--- src/rtl/usb_ctrl_readback_tx_pkg.sv ---
// Shared USB read-back constants: register addresses, sync bytes,
// per-address payload lengths and the response FSM state encoding.
package usb_ctrl_readback_tx_pkg;

  localparam logic [7:0] SYNC1_BYTE = 8'h5E;
  localparam logic [7:0] SYNC2_BYTE = 8'h4D;
  localparam logic [7:0] LEN_H_BYTE = 8'h00;

  localparam logic [7:0] ADDR_SDI = 8'h08;
  localparam logic [7:0] ADDR_CSI = 8'h0A;

  localparam logic [1:0] LEN_SDI  = 2'd2;
  localparam logic [1:0] LEN_CSI  = 2'd3;
  localparam logic [1:0] LEN_NONE = 2'd0;

  typedef enum logic [2:0] {
    ST_IDLE,
    ST_SYNC1,
    ST_SYNC2,
    ST_ADDR,
    ST_LEN_H,
    ST_LEN_L,
    ST_DATA,
    ST_CSUM
  } rb_state_e;

  // Number of payload bytes returned for a register address.
  function automatic logic [1:0] addr_len(input logic [7:0] addr);
    case (addr)
      ADDR_SDI: addr_len = LEN_SDI;
      ADDR_CSI: addr_len = LEN_CSI;
      default:  addr_len = LEN_NONE;
    endcase
  endfunction

endpackage

--- src/rtl/usb_rb_csum.sv ---
// XOR accumulator for the read-back frame checksum. Clear wins over enable
// so a new frame always starts from zero.
module usb_rb_csum (
  input  logic       clk,
  input  logic       n_rst,
  input  logic       clr_i,
  input  logic       en_i,
  input  logic [7:0] byte_i,
  output logic [7:0] csum_o
);

  logic [7:0] csum_q;

  // Accumulate every checksummed byte as it is handed off downstream.
  always_ff @(posedge clk or negedge n_rst) begin
    if (!n_rst) begin
      csum_q <= 8'h00;
    end else if (clr_i) begin
      csum_q <= 8'h00;
    end else if (en_i) begin
      // NOTE: sequential state uses non-blocking assignment so every
      // register samples the pre-edge values, independent of block order.
      csum_q <= csum_q ^ byte_i;
    end
  end

  assign csum_o = csum_q;

endmodule

--- src/rtl/usb_ctrl_readback_tx.sv ---
// Control-register read-back transmitter: on a request, snapshots the
// addressed register and streams 5E 4D ADDR 00 LEN DATA.. CSUM to the USB
// FIFO using a valid/ready handshake.
module usb_ctrl_readback_tx
  import usb_ctrl_readback_tx_pkg::*;
(
  input  logic        clk,
  input  logic        n_rst,
  input  logic        rd_req,
  input  logic [7:0]  rd_addr,
  input  logic [15:0] sdi_cr_q,
  input  logic [23:0] csi_cr_q,
  output logic [7:0]  tx_data,
  output logic        tx_valid,
  input  logic        tx_ready,
  output logic        rd_busy,
  output logic        rd_err
);

  rb_state_e   state_q, state_d;
  logic [7:0]  addr_q;
  logic [1:0]  len_q;
  logic [23:0] data_q;
  logic [1:0]  idx_q;

  logic        accept;
  logic        hs;
  logic        last_data;
  logic [1:0]  req_len;
  logic [23:0] snap_data;
  logic [7:0]  data_byte;
  logic [7:0]  csum;
  logic        csum_en;

  // Requests are only taken from IDLE; anything arriving mid-frame is lost.
  assign accept    = n_rst && (state_q == ST_IDLE) && rd_req;
  assign hs        = tx_valid && tx_ready;
  assign req_len   = addr_len(rd_addr);
  assign last_data = (idx_q == len_q - 2'd1);

  // Snapshot mux: payload is left-aligned so byte 0 is always [23:16].
  always_comb begin
    case (rd_addr)
      ADDR_SDI: snap_data = {sdi_cr_q, 8'h00};
      ADDR_CSI: snap_data = csi_cr_q;
      default:  snap_data = 24'h000000;
    endcase
  end

  // State register.
  always_ff @(posedge clk or negedge n_rst) begin
    if (!n_rst) begin
      state_q <= ST_IDLE;
    end else begin
      state_q <= state_d;
    end
  end

  // Next-state logic: one step per handshake.
  always_comb begin
    // NOTE: default assignment first so every path drives state_d and no
    // latch is inferred.
    state_d = state_q;
    case (state_q)
      ST_IDLE:  if (accept) state_d = ST_SYNC1;
      ST_SYNC1: if (hs) state_d = ST_SYNC2;
      ST_SYNC2: if (hs) state_d = ST_ADDR;
      ST_ADDR:  if (hs) state_d = ST_LEN_H;
      ST_LEN_H: if (hs) state_d = ST_LEN_L;
      ST_LEN_L: if (hs) state_d = (len_q != LEN_NONE) ? ST_DATA : ST_CSUM;
      ST_DATA:  if (hs && last_data) state_d = ST_CSUM;
      ST_CSUM:  if (hs) state_d = ST_IDLE;
      default:  state_d = ST_IDLE;
    endcase
  end

  // Frame snapshot and payload byte index.
  always_ff @(posedge clk or negedge n_rst) begin
    if (!n_rst) begin
      addr_q <= 8'h00;
      len_q  <= 2'd0;
      data_q <= 24'h000000;
      idx_q  <= 2'd0;
    end else if (accept) begin
      addr_q <= rd_addr;
      len_q  <= req_len;
      data_q <= snap_data;
      idx_q  <= 2'd0;
    end else if (hs && (state_q == ST_DATA)) begin
      idx_q  <= idx_q + 2'd1;
    end
  end

  always_comb begin
    case (idx_q)
      2'd0:    data_byte = data_q[23:16];
      2'd1:    data_byte = data_q[15:8];
      default: data_byte = data_q[7:0];
    endcase
  end

  // Output decode: everything is a function of registered state, so data
  // and valid are inherently stable while the FIFO stalls.
  always_comb begin
    tx_data = 8'h00;
    case (state_q)
      ST_SYNC1: tx_data = SYNC1_BYTE;
      ST_SYNC2: tx_data = SYNC2_BYTE;
      ST_ADDR:  tx_data = addr_q;
      ST_LEN_H: tx_data = LEN_H_BYTE;
      ST_LEN_L: tx_data = {6'd0, len_q};
      ST_DATA:  tx_data = data_byte;
      ST_CSUM:  tx_data = csum;
      default:  tx_data = 8'h00;
    endcase
    tx_valid = (state_q != ST_IDLE);
    rd_busy  = (state_q != ST_IDLE);
    rd_err   = accept && (req_len == LEN_NONE);
  end

  // Sync bytes and the checksum byte itself are excluded from the XOR.
  assign csum_en = hs && ((state_q == ST_ADDR) || (state_q == ST_LEN_H) ||
                          (state_q == ST_LEN_L) || (state_q == ST_DATA));

  usb_rb_csum u_csum (
    .clk    (clk),
    .n_rst  (n_rst),
    .clr_i  (accept),
    .en_i   (csum_en),
    .byte_i (tx_data),
    .csum_o (csum)
  );

endmodule

--- config.mk ---
export PLATFORM = sky130hd
export DESIGN_NAME = usb_ctrl_readback_tx
export DESIGN_NICKNAME = d
export VERILOG_FILES = /design/src/rtl/usb_ctrl_readback_tx_pkg.sv /design/src/rtl/usb_rb_csum.sv /design/src/rtl/usb_ctrl_readback_tx.sv
export SDC_FILE = /design/constraint.sdc
export NUM_CORES = 1
export LEC_CHECK = 0
export CORE_MARGIN = 2
export CORE_UTILIZATION = 53
export DETAILED_ROUTE_END_ITERATION = 10
export PLACE_DENSITY = 0.89
export SLEW_MARGIN = 20
export SYNTH_ARGS = -nofsm -noshare
export SYNTH_HDL_FRONTEND = slang
export SYNTH_HIERARCHICAL = 1
export SYNTH_SLANG_ARGS = --single-unit
--- constraint.sdc ---
create_clock -name clk -period 5.8 [get_ports clk]
set_input_delay 1.16 -clock clk [delete_from_list [all_inputs] [get_ports clk]]
set_output_delay 1.16 -clock clk [all_outputs]
set_load 0.1 [all_outputs]
==> results of run 1 <==
[critical path: cells and delay by family, from the launching register on]
kind | cells | cell delay, ps
compound gates | 3 | 710
flops | 1 | 400
buf+inv | 2 | 1230
fa+ha+maj | 1 | 300
simple gates | 1 | 500
[cell type report]
cell class                      instances  share of cell area
Inverter                                7            0.008206
Clock inverter                          2             0.01094
Tap cell                               54             0.02110
Timing Repair Buffer                   63              0.1938
Clock buffer                            6             0.02579
Multi-Input combinational cell        175              0.3728
Sequential cell                        47              0.3673
[layer usage]
| metal | global-route usage | vias to the layer above |
|---|---|---|
| met1 | 0.3282 | 1029 |
| met4 | 0.09465 | 0 |
| met5 | 0 | - |
| met2 | 0.4084 | 80 |
| met3 | 0.04144 | 18 |
| li1 | - | 995 |
[cell usage after synthesis (2+ instances only)]
cell type,number
a211oi_1,3
a21bo_1,3
a21bo_2,6
a21oi_1,10
a221o_1,16
a22o_1,13
a22oi_1,3
a32oi_1,3
and2_1,17
buf_1,3
buf_2,2
buf_4,2
buf_6,6
clkbuf_1,6
dfrtp_1,47
ha_1,3
inv_1,6
nand2_1,43
nand3_1,4
nand3b_1,8
nor2_1,5
nor2b_1,6
o21ai_0,7
o31ai_1,4
xnor2_1,4
xor2_1,2
[final timing paths]
path	endpoint	slack, ps	cells past startpoint	start
worst max register to register	data_q[21]	3330	5	state_q[0]
worst min register to register	addr_q[3]	480	2	addr_q[3]
worst min-delay path	addr_q[3]	480	2	addr_q[3]
max in group asynchronous	data_q[5]	4350	2	n_rst
min in group asynchronous	data_q[3]	1050	2	n_rst
worst max-delay path	tx_data[1]	1210	7	idx_q[1]
[through the flow]
stage / util / hold WS [ps] / instance area (sq um)
3_5_place_dp: 0.6617 / 465.9 / 3084
3_3_place_gp: 0.6617 / 452.4 / 3084
4_1_cts: 0.6870 / 487.9 / 3202
6_report: 0.6870 / 482.4 / 3202
2_1_floorplan: - / 440.3 / 2522
5_1_grt: 0.6870 / 510.2 / 3202
[state kept, by name, indices dropped and copies added, names as in the netlist]
signal / flops
data_q: 24
addr_q: 8
state_q: 3
len_q: 2
u_csum/csum_o: 8
idx_q: 2
[layout by cell type, fill, tap and decap left out, drive strengths merged, types with 5 or more instances in the layout]
cell type      count
nand3              5
dfrtp             47
a21oi             10
a21bo              9
clkbuf             6
o21ai              7
nand2             43
and2              17
inv                7
nor2               5
nor2b              6
a221o             16
clkdlybuf4s50     60
a22o              13
nand3b             8
[power breakdown]
| group | internal [uW] | switching (uW) | total (uW) |
|---|---|---|---|
| Combinational | 265 | 576 | 842 |
| Sequential | 404 | 102 | 507 |
| Clock | 140 | 109 | 249 |
[logic make-up after synthesis]
family / count (synthesis) / synth area share
xor+xnor: 6 / 0.02083
mux: 2 / 0.008432
compound gates: 74 / 0.2366
fa+ha+maj: 3 / 0.01488
flops: 47 / 0.4663
simple gates: 90 / 0.1925
buf+inv: 26 / 0.06051
==> qor.csv, run 1 <==
stage,metric,value,unit
global_routing,first-pass GRT wire length,10.01,mm
run,Max-Cap Viols,0,
sta,Final Max Slew Viols,0,
die,Initial Util,0.5412,
global_routing,initial antenna violation count,0,
synthesis,"Seq/Total Area, Yosys",0.4663,
clocking,Post-CTS Resized,0,
detailed_routing,Vias/cell,5.994,
detailed_routing,first-pass iteration count of the detailed router,4,
setup_path,max incr delay on CP,1150,ps
layout,Layout fillers,328,
layout,Area Overhead vs Synth,26.93,%
die,num rows,25,
die,die area,5327,sq um
die,die height,72.99,um
sta,worst-margin pin slew,970.5,ps
layout,Final Non-Filler Cells,354,
synthesis,Ys Warns,6,
clocking,Max Buffers Root-to-Sink,2,
setup_path,Worst Setup End Kind,output pin,
detailed_routing,Detail Route Antenna Nets,0,
detailed_routing,DR WL met2,3.090,mm
synthesis,"Async S/R FF share, synth",1.000,
global_routing,vias in the first global route,2064,
synthesis,post-synthesis cell type count,42,
placement,Port Buffer Count,62,
detailed_routing,# DRC,0,
layout,register area,1176,sq um
sta,Tcrit/Tclk final,0.7922,
die,Die X,72.99,um
sta,Final WS setup,1205,ps
sta,Final min period,4595,ps
clocking,clk sinks,47,
clocking,hold_buf cts,0,
synthesis,cell area after synthesis,2522,sq um
power,VDD IR max,0.2748,mV
synthesis,"top cells by area, synth","dfrtp_1 47%, nand2_1 6.4%, a221o_1 6.3%",
clocking,H-tree lvl count,2,
synthesis,largest area contributor in the netlist,dfrtp_1,
power,total power,1597,uW
clocking,Post-CTS Setup Bufs,0,
placement,dpl cells,346,
synthesis,Synth Area per Inst,10.17,sq um
power,P per Cell Area,498.8,nW/um^2
clocking,Clk Tree Root Cell,clkbuf_8,
sta,f_max,217.6,MHz
setup_path,Required @ worst endpoint,4640,ps
layout,layout cells sized above 1,0.07333,
setup_path,CP startpoint kind,register,
layout,Antenna Cells,0,
sta,Fin Setup TNS,0,ps
layout,Final #Nets,354,
setup_path,CP arrival,3430,ps
synthesis,Post-Syn Instances,248,
synthesis,"Primary FF master, synth",dfrtp_1,
die,num ports,63,
sta,RSZ-0062 raised after global routing,false,
sta,final setup fails,0,
synthesis,number of synthesized flops with an enable pin,0,
clocking,TritonCTS Buffers,5,
sta,Worst Skew,7.848,ps
clocking,clk slew on worst S/H paths,90,ps
sta,worst rel slew slack,0.3510,
setup_path,crit path cell chain,inv_1 > ha_1 > nor2_1 > a21oi_1 > o31ai_1 > a21bo_1 > clkdlybuf4s50_1,
hold_path,worst min-delay path class,reg2reg,
detailed_routing,Routed Wire Length,6.191,mm
clocking,CTS tree,built,
setup_path,crit-path max FO,9,
placement,pre-CTS WS,1585,ps
detailed_routing,Vias,2122,
run_status,status,"finished, final reports clean",
power,static leakage,0.001446,uW
layout,area occupied by multi-input gates,1194,sq um
clocking,Worst-Skew Late Latency,300,ps
sta,Final Hold Fails,0,
die,CORE AREA,4661,sq um
detailed_routing,metal3 WL,303,um
detailed_routing,Starting DRT DRC Count,204,
detailed_routing,Avg WL per Cell,17.49,um
setup_path,"Slowest-stage cell, CP",clkdlybuf4s50_1,
placement,Final HPWL DP,4.403,mm
global_routing,GRT Resource Usage Total,0.2482,
synthesis,Yosys top cell area share,0.4663,
placement,routability congestion estimate,0.8897,
setup_path,CP Class,reg2out,
synthesis,Seq cells post-synth,47,
synthesis,Mapped Nets,303,
global_routing,total gr overflow,0,
detailed_routing,uppermost routed layer,met4,
detailed_routing,M1 WL,2.620,mm
global_routing,largest net degree at the start of global routing,48,
Power figures use the tool's default switching activity.
==> run 2: changes to the inputs <==
CORE_UTILIZATION = 44   (was 53)
PLACE_DENSITY = 0.8   (was 0.89)
clock period = 4 ns   (was 5.8 ns; I/O delays follow)
==> run 2 against run 1 <==
Sequential share of layout area decreased by 0.33 points. Non-clock buffer count unchanged. Sequential power increased by 44%. Setup slack got worse by 440 ps. First-iteration DRC count decreased by 16%. Total power increased by 45%. Critical path type unchanged. Critical endpoint is now tx_data[7].
==> qor.csv, run 2 (synthesis results as in run 1) <==
stage,metric,value,unit,change
sta,Final Max Slew Viols,0,,unchanged
global_routing,grt peak-use layer,met2,,
run,Max-Cap Viols,0,,unchanged
detailed_routing,Vias,2056,,-3.1%
setup_path,Required @ worst endpoint,3200,ps,-1440 ps
global_routing,GR Util met1,0.2849,,-0.04335
detailed_routing,Avg WL per Cell,15.90,um,-9.1%
die,die area,6354,sq um,+19%
die,die height,79.72,um,+9.2%
clocking,TritonCTS Buffers,5,,unchanged
clocking,Max Buffers Root-to-Sink,2,,unchanged
sta,Final min period,3233,ps,
setup_path,crit-path max FO,9,,unchanged
global_routing,GRT Resource Usage Total,0.2063,,-0.04197
global_routing,largest net degree at the start of global routing,48,,unchanged
global_routing,total gr overflow,0,,unchanged
layout,Final Non-Filler Cells,372,,+5.1%
global_routing,first-pass GRT wire length,10.14,mm,+1.3%
power,total power,2315,uW,+45%
layout,max reg flops,24,,unchanged
clocking,CTS tree,built,,
global_routing,vias in the first global route,2061,,-0.15%
detailed_routing,first-pass iteration count of the detailed router,4,,unchanged
layout,Biggest register,data_q,,
clocking,hold_buf cts,0,,unchanged
clocking,Worst-Skew Late Latency,300,ps,about the same
detailed_routing,Detail Route Antenna Nets,0,,unchanged
placement,dpl cells,364,,+5.2%
power,P per Cell Area,716.5,nW/um^2,+44%
detailed_routing,Starting DRT DRC Count,171,,-16%
setup_path,CP arrival,2430,ps,-1000 ps
die,num rows,27,,+8.0%
setup_path,CP startpoint kind,register,,
setup_path,CP Class,reg2out,,
die,num ports,63,,unchanged
die,Die X,79.72,um,+9.2%
clocking,clk slew on worst S/H paths,90,ps,about the same
placement,Port Buffer Count,62,,unchanged
global_routing,met3 usage,0.03846,,-0.002975
sta,RSZ-0062 raised after global routing,false,,
clocking,Post-CTS Setup Bufs,0,,unchanged
placement,routability congestion estimate,0.7969,,-10%
sta,f_max,309.3,MHz,
power,static leakage,0.001468,uW,+1.5%
layout,most frequent cells in the layout,"50 x clkdlybuf4s50_1, 47 x dfrtp_1, 43 x nand2_1, 17 x and2_1, 16 x a221o_1",,
clocking,H-tree lvl count,2,,unchanged
die,CORE AREA,5507,sq um,+18%
sta,worst-margin pin slew,686.3,ps,-284.2 ps
layout,Area Overhead vs Synth,28.08,%,
detailed_routing,# DRC,0,,unchanged
detailed_routing,Vias/cell,5.527,,-7.8%
sta,Final Hold Fails,0,,unchanged
sta,final setup fails,0,,unchanged
clocking,clk sinks,47,,unchanged
die,Initial Util,0.4581,,-0.08313
sta,worst rel slew slack,0.5420,,+0.1910
layout,Antenna Cells,0,,unchanged
detailed_routing,Routed Wire Length,5.913,mm,-4.5%
power,VDD IR max,0.6814,mV,+150%
sta,Worst Skew,7.778,ps,-0.06969 ps
run_status,status,"finished, final reports clean",,
setup_path,Worst Setup End Kind,output pin,,
setup_path,R2R depth,5,,unchanged
hold_path,WHS Path Cells,2,,unchanged
clocking,Clk Tree Root Cell,clkbuf_8,,
global_routing,initial antenna violation count,0,,unchanged
layout,"commonest non-fill, non-tap cell in the layout",clkdlybuf4s50_1,,
sta,Tcrit/Tclk final,0.8083,,
placement,Final HPWL DP,4.253,mm,-3.4%
global_routing,M2 GR Usage,0.3244,,-0.08404
sta,Fin Setup TNS,0,ps,unchanged
layout,layout cells sized above 1,0.1167,,+0.04333
layout,Final #Nets,354,,unchanged
hold_path,worst min-delay path class,reg2reg,,
clocking,Post-CTS Resized,0,,unchanged
run 2: power breakdown:
part	total, uW	switching, uW	internal (uW)
clock	369	164	206
combinational	1210	844	370
sequential	731	145	587
total	2310	1150	1160
run 2: per-layer routing:
metal,part of all wire,up-vias
met4,0.016,0
li1,-,992
met3,0.049,8
met1,0.47,1005
met5,0,-
met2,0.46,51
run 2: final cells by class:
class	instances	area (sq um)
fill	484	2276
clock buffer	6	82.58
clock inverter	2	38.79
sequential	47	1176
tap	72	90.09
inverter	7	26.28
multi-input combinational	175	1209
timing repair buffer	63	608.1
run 2: metrics by stage:
step	utilization	hold WS, ps	instance area (sq um)	setup slack [ps]
3_3_place_gp	0.5646	463.1	3109	1050
5_1_grt	0.5867	514.6	3231	591.2
4_1_cts	0.5867	498.9	3231	740.8
6_report	0.5867	497.8	3231	766.9
2_1_floorplan	-	440.3	2537	428.8
3_5_place_dp	0.5646	476.8	3109	1048
run 2: path summary, 6_finish.rpt:
check / start / endpoint / slack (ps)
max in group asynchronous: n_rst / u_csum/csum_o[7] / 2930
min: addr_q[4] / addr_q[4] / 500
max reg2reg: state_q[0] / data_q[13] / 1520
min reg2reg: addr_q[4] / addr_q[4] / 500
max: idx_q[0] / tx_data[7] / 770
min in group asynchronous: n_rst / data_q[8] / 670
run 2: critical path: stages (launching register included):
cell      delay (ps)
dfrtp_1          390
inv_1             80
ha_1             310
nor2_1           420
a211oi_1         190
o31ai_2          370
buf_4            350
==> run 3: changes to the inputs <==
CORE_UTILIZATION = 49   (was 44)
PLACE_DENSITY = 0.84   (was 0.8)
clock period = 3.23 ns   (was 4 ns; I/O delays follow)
==> run 3 against run 2 <==
Global-route usage is 3.3 points higher. Register-to-register slack worse by 510 ps. Largest cell class unchanged. Final area grew 4.8%. Critical endpoint is now tx_data[1]. Critical path type unchanged. Routed wire length grew 3.4%. Sequential power rose by 19%. Clock power is 21% higher.
==> qor.csv, run 3 (synthesis results as in run 1) <==
stage,metric,value,unit,change
run_status,status,"finished, final reports clean",,
power,sw power,1494,uW,+30%
placement,pre-CTS WS,576.3,ps,-471.8 ps
setup_path,R2R depth,8,,+3
sta,worst-margin pin slew,667.5,ps,-18.83 ps
detailed_routing,Detail Route Antenna Nets,0,,unchanged
sta,f_max,335.8,MHz,
hold_path,worst min-delay path class,reg2reg,,
layout,Biggest register,data_q,,
power,switching share of power,0.4769,,-0.02112
sta,RSZ-0062 raised after global routing,false,,
placement,Port Buffer Count,62,,unchanged
global_routing,initial antenna violation count,0,,unchanged
layout,"Design Area, Final",3387,sq um,+4.8%
run,Max-Cap Viols,0,,unchanged
clocking,Post-CTS Resized,0,,unchanged
detailed_routing,Avg WL per Cell,16.39,um,+3.1%
layout,Area Overhead vs Synth,34.28,%,
clocking,TritonCTS Buffers,5,,unchanged
layout,max reg flops,24,,unchanged
setup_path,Worst Setup End Kind,output pin,,
die,CORE AREA,5042,sq um,-8.4%
power,P per Cell Area,925.2,nW/um^2,+29%
sta,final setup fails,0,,unchanged
die,Die X,75.75,um,-5.0%
detailed_routing,first-pass iteration count of the detailed router,4,,unchanged
clocking,clk sinks,47,,unchanged
setup_path,CP arrival,2330,ps,-100 ps
power,Seq pwr share,0.278,,-0.038
setup_path,Required @ worst endpoint,2580,ps,-620 ps
clocking,Post-CTS Setup Bufs,0,,unchanged
power,static leakage,0.001513,uW,+3.1%
placement,Final HPWL DP,4.485,mm,+5.5%
clocking,Max Buffers Root-to-Sink,2,,unchanged
layout,"commonest non-fill, non-tap cell in the layout",clkdlybuf4s50_1,,
sta,worst rel slew slack,0.5545,,+0.01257
power,VDD IR max,0.7299,mV,+7.1%
sta,Hold Slack,486.3,ps,-11.47 ps
sta,Worst Skew,4.063,ps,-3.715 ps
global_routing,vias in the first global route,2173,,+5.4%
setup_path,crit-path max FO,9,,unchanged
clocking,Worst-Skew Late Latency,300,ps,about the same
placement,Post-DP Area,3269,sq um,+5.2%
clocking,H-tree lvl count,2,,unchanged
sta,Tcrit/Tclk final,0.9221,,
die,num rows,26,,-3.7%
global_routing,largest net degree at the start of global routing,48,,unchanged
clocking,CTS tree,built,,
sta,Final Max Slew Viols,0,,unchanged
setup_path,CP startpoint kind,register,,
layout,Final #Nets,357,,+0.85%
setup_path,CP Class,reg2out,,
clocking,hold_buf cts,0,,unchanged
layout,layout cells sized above 1,0.1353,,+0.01865
layout,utilization after layout,0.6717,,+0.08503
layout,area occupied by multi-input gates,1249,sq um,+3.3%
power,Clock power frac,0.143,,-0.017
detailed_routing,Routed Wire Length,6.113,mm,+3.4%
detailed_routing,Starting DRT DRC Count,226,,+32%
sta,Final Hold Fails,0,,unchanged
die,die area,5738,sq um,-9.7%
die,num ports,63,,unchanged
clocking,Clk Tree Root Cell,clkbuf_8,,
detailed_routing,Vias/cell,5.601,,+1.3%
die,die height,75.75,um,-5.0%
layout,Antenna Cells,0,,unchanged
global_routing,total gr overflow,0,,unchanged
power,logic gate share of total power,0.579,,+0.054
layout,most frequent cells in the layout,"50 x clkdlybuf4s50_1, 47 x dfrtp_1, 43 x nand2_1, 17 x and2_1, 16 x a221o_1",,
clocking,clk slew on worst S/H paths,80,ps,about the same
layout,register area,1176,sq um,unchanged
layout,Layout fillers,394,,-19%
power,P_int,1639,uW,+41%
sta,Final min period,2978,ps,
global_routing,GRT Resource Usage Total,0.2389,,+0.03266
detailed_routing,Vias,2089,,+1.6%
placement,routability congestion estimate,0.8992,,+13%
hold_path,WHS Path Cells,2,,unchanged
sta,Final WS setup,251.7,ps,-515.1 ps
die,Initial Util,0.5002,,+0.04217
detailed_routing,# DRC,0,,unchanged
global_routing,first-pass GRT wire length,10.25,mm,+1.2%
==> run 3: cell types whose count changed in the layout (fill, tap and decap cells not counted) <==
cell	previous run	this run
clkinv_2	0	1
a32oi_1	3	0
a32oi_2	0	3
o31ai_4	0	2
buf_12	1	9
o31ai_2	3	1
inv_6	1	0
buf_4	11	6
==> run 3: final timing paths <==
kind / startpoint / endpoint / slack [ps]
max: idx_q[1] / tx_data[1] / 250
min: addr_q[1] / addr_q[1] / 490
max reg2reg: idx_q[1] / u_csum/csum_o[1] / 1010
min reg2reg: addr_q[1] / addr_q[1] / 490
max in group asynchronous: n_rst / state_q[1] / 2320
min in group asynchronous: n_rst / data_q[16] / 530
==> run 3: cell type report <==
class | count | area share
clock buffers | 6 | 0.02438
clock inverters | 2 | 0.01034
inverters | 7 | 0.007758
multi-input cells | 175 | 0.3687
flip-flops and latches | 47 | 0.3472
well taps | 70 | 0.02586
repair buffers | 66 | 0.2157
==> run 3: stage by stage <==
stage,setup TNS (ps),total power [uW],instances
after CTS,0,3145,373
final,0,3134,373
after floorplan,-137.9,2160,248
after global placement,0,2642,365
after detailed placement,0,2691,365
after global routing,0,3304,373
==> run 3: power groups by stage <==
stage               registers (uW)  clock network (uW)  logic (uW)
global placement               876                   0        1770
finish                         871                 448        1810
detailed placement             882                   0        1810
CTS                            871                 453        1820
floorplan                      805                   0        1360
global route                   895                 474        1930
==> run 3: worst max-delay path, cell delays in order, from the launching register on <==
cell and delay (ps):
dfrtp_1 400, inv_1 90, ha_1 300, nor2_1 400, a21oi_1 200, o31ai_1 250
a21bo_1 220, buf_12 190
==> run 3: metal layers <==
layer  vias up  wire length [um]  share of wire  track usage
li1       1001                 -              -            -
met4         0               142          0.023      0.09162
met5         -                 0              0            0
met2        75              2985           0.49       0.3831
met1      1000              2659           0.43       0.3160
met3        13               326          0.053      0.05423
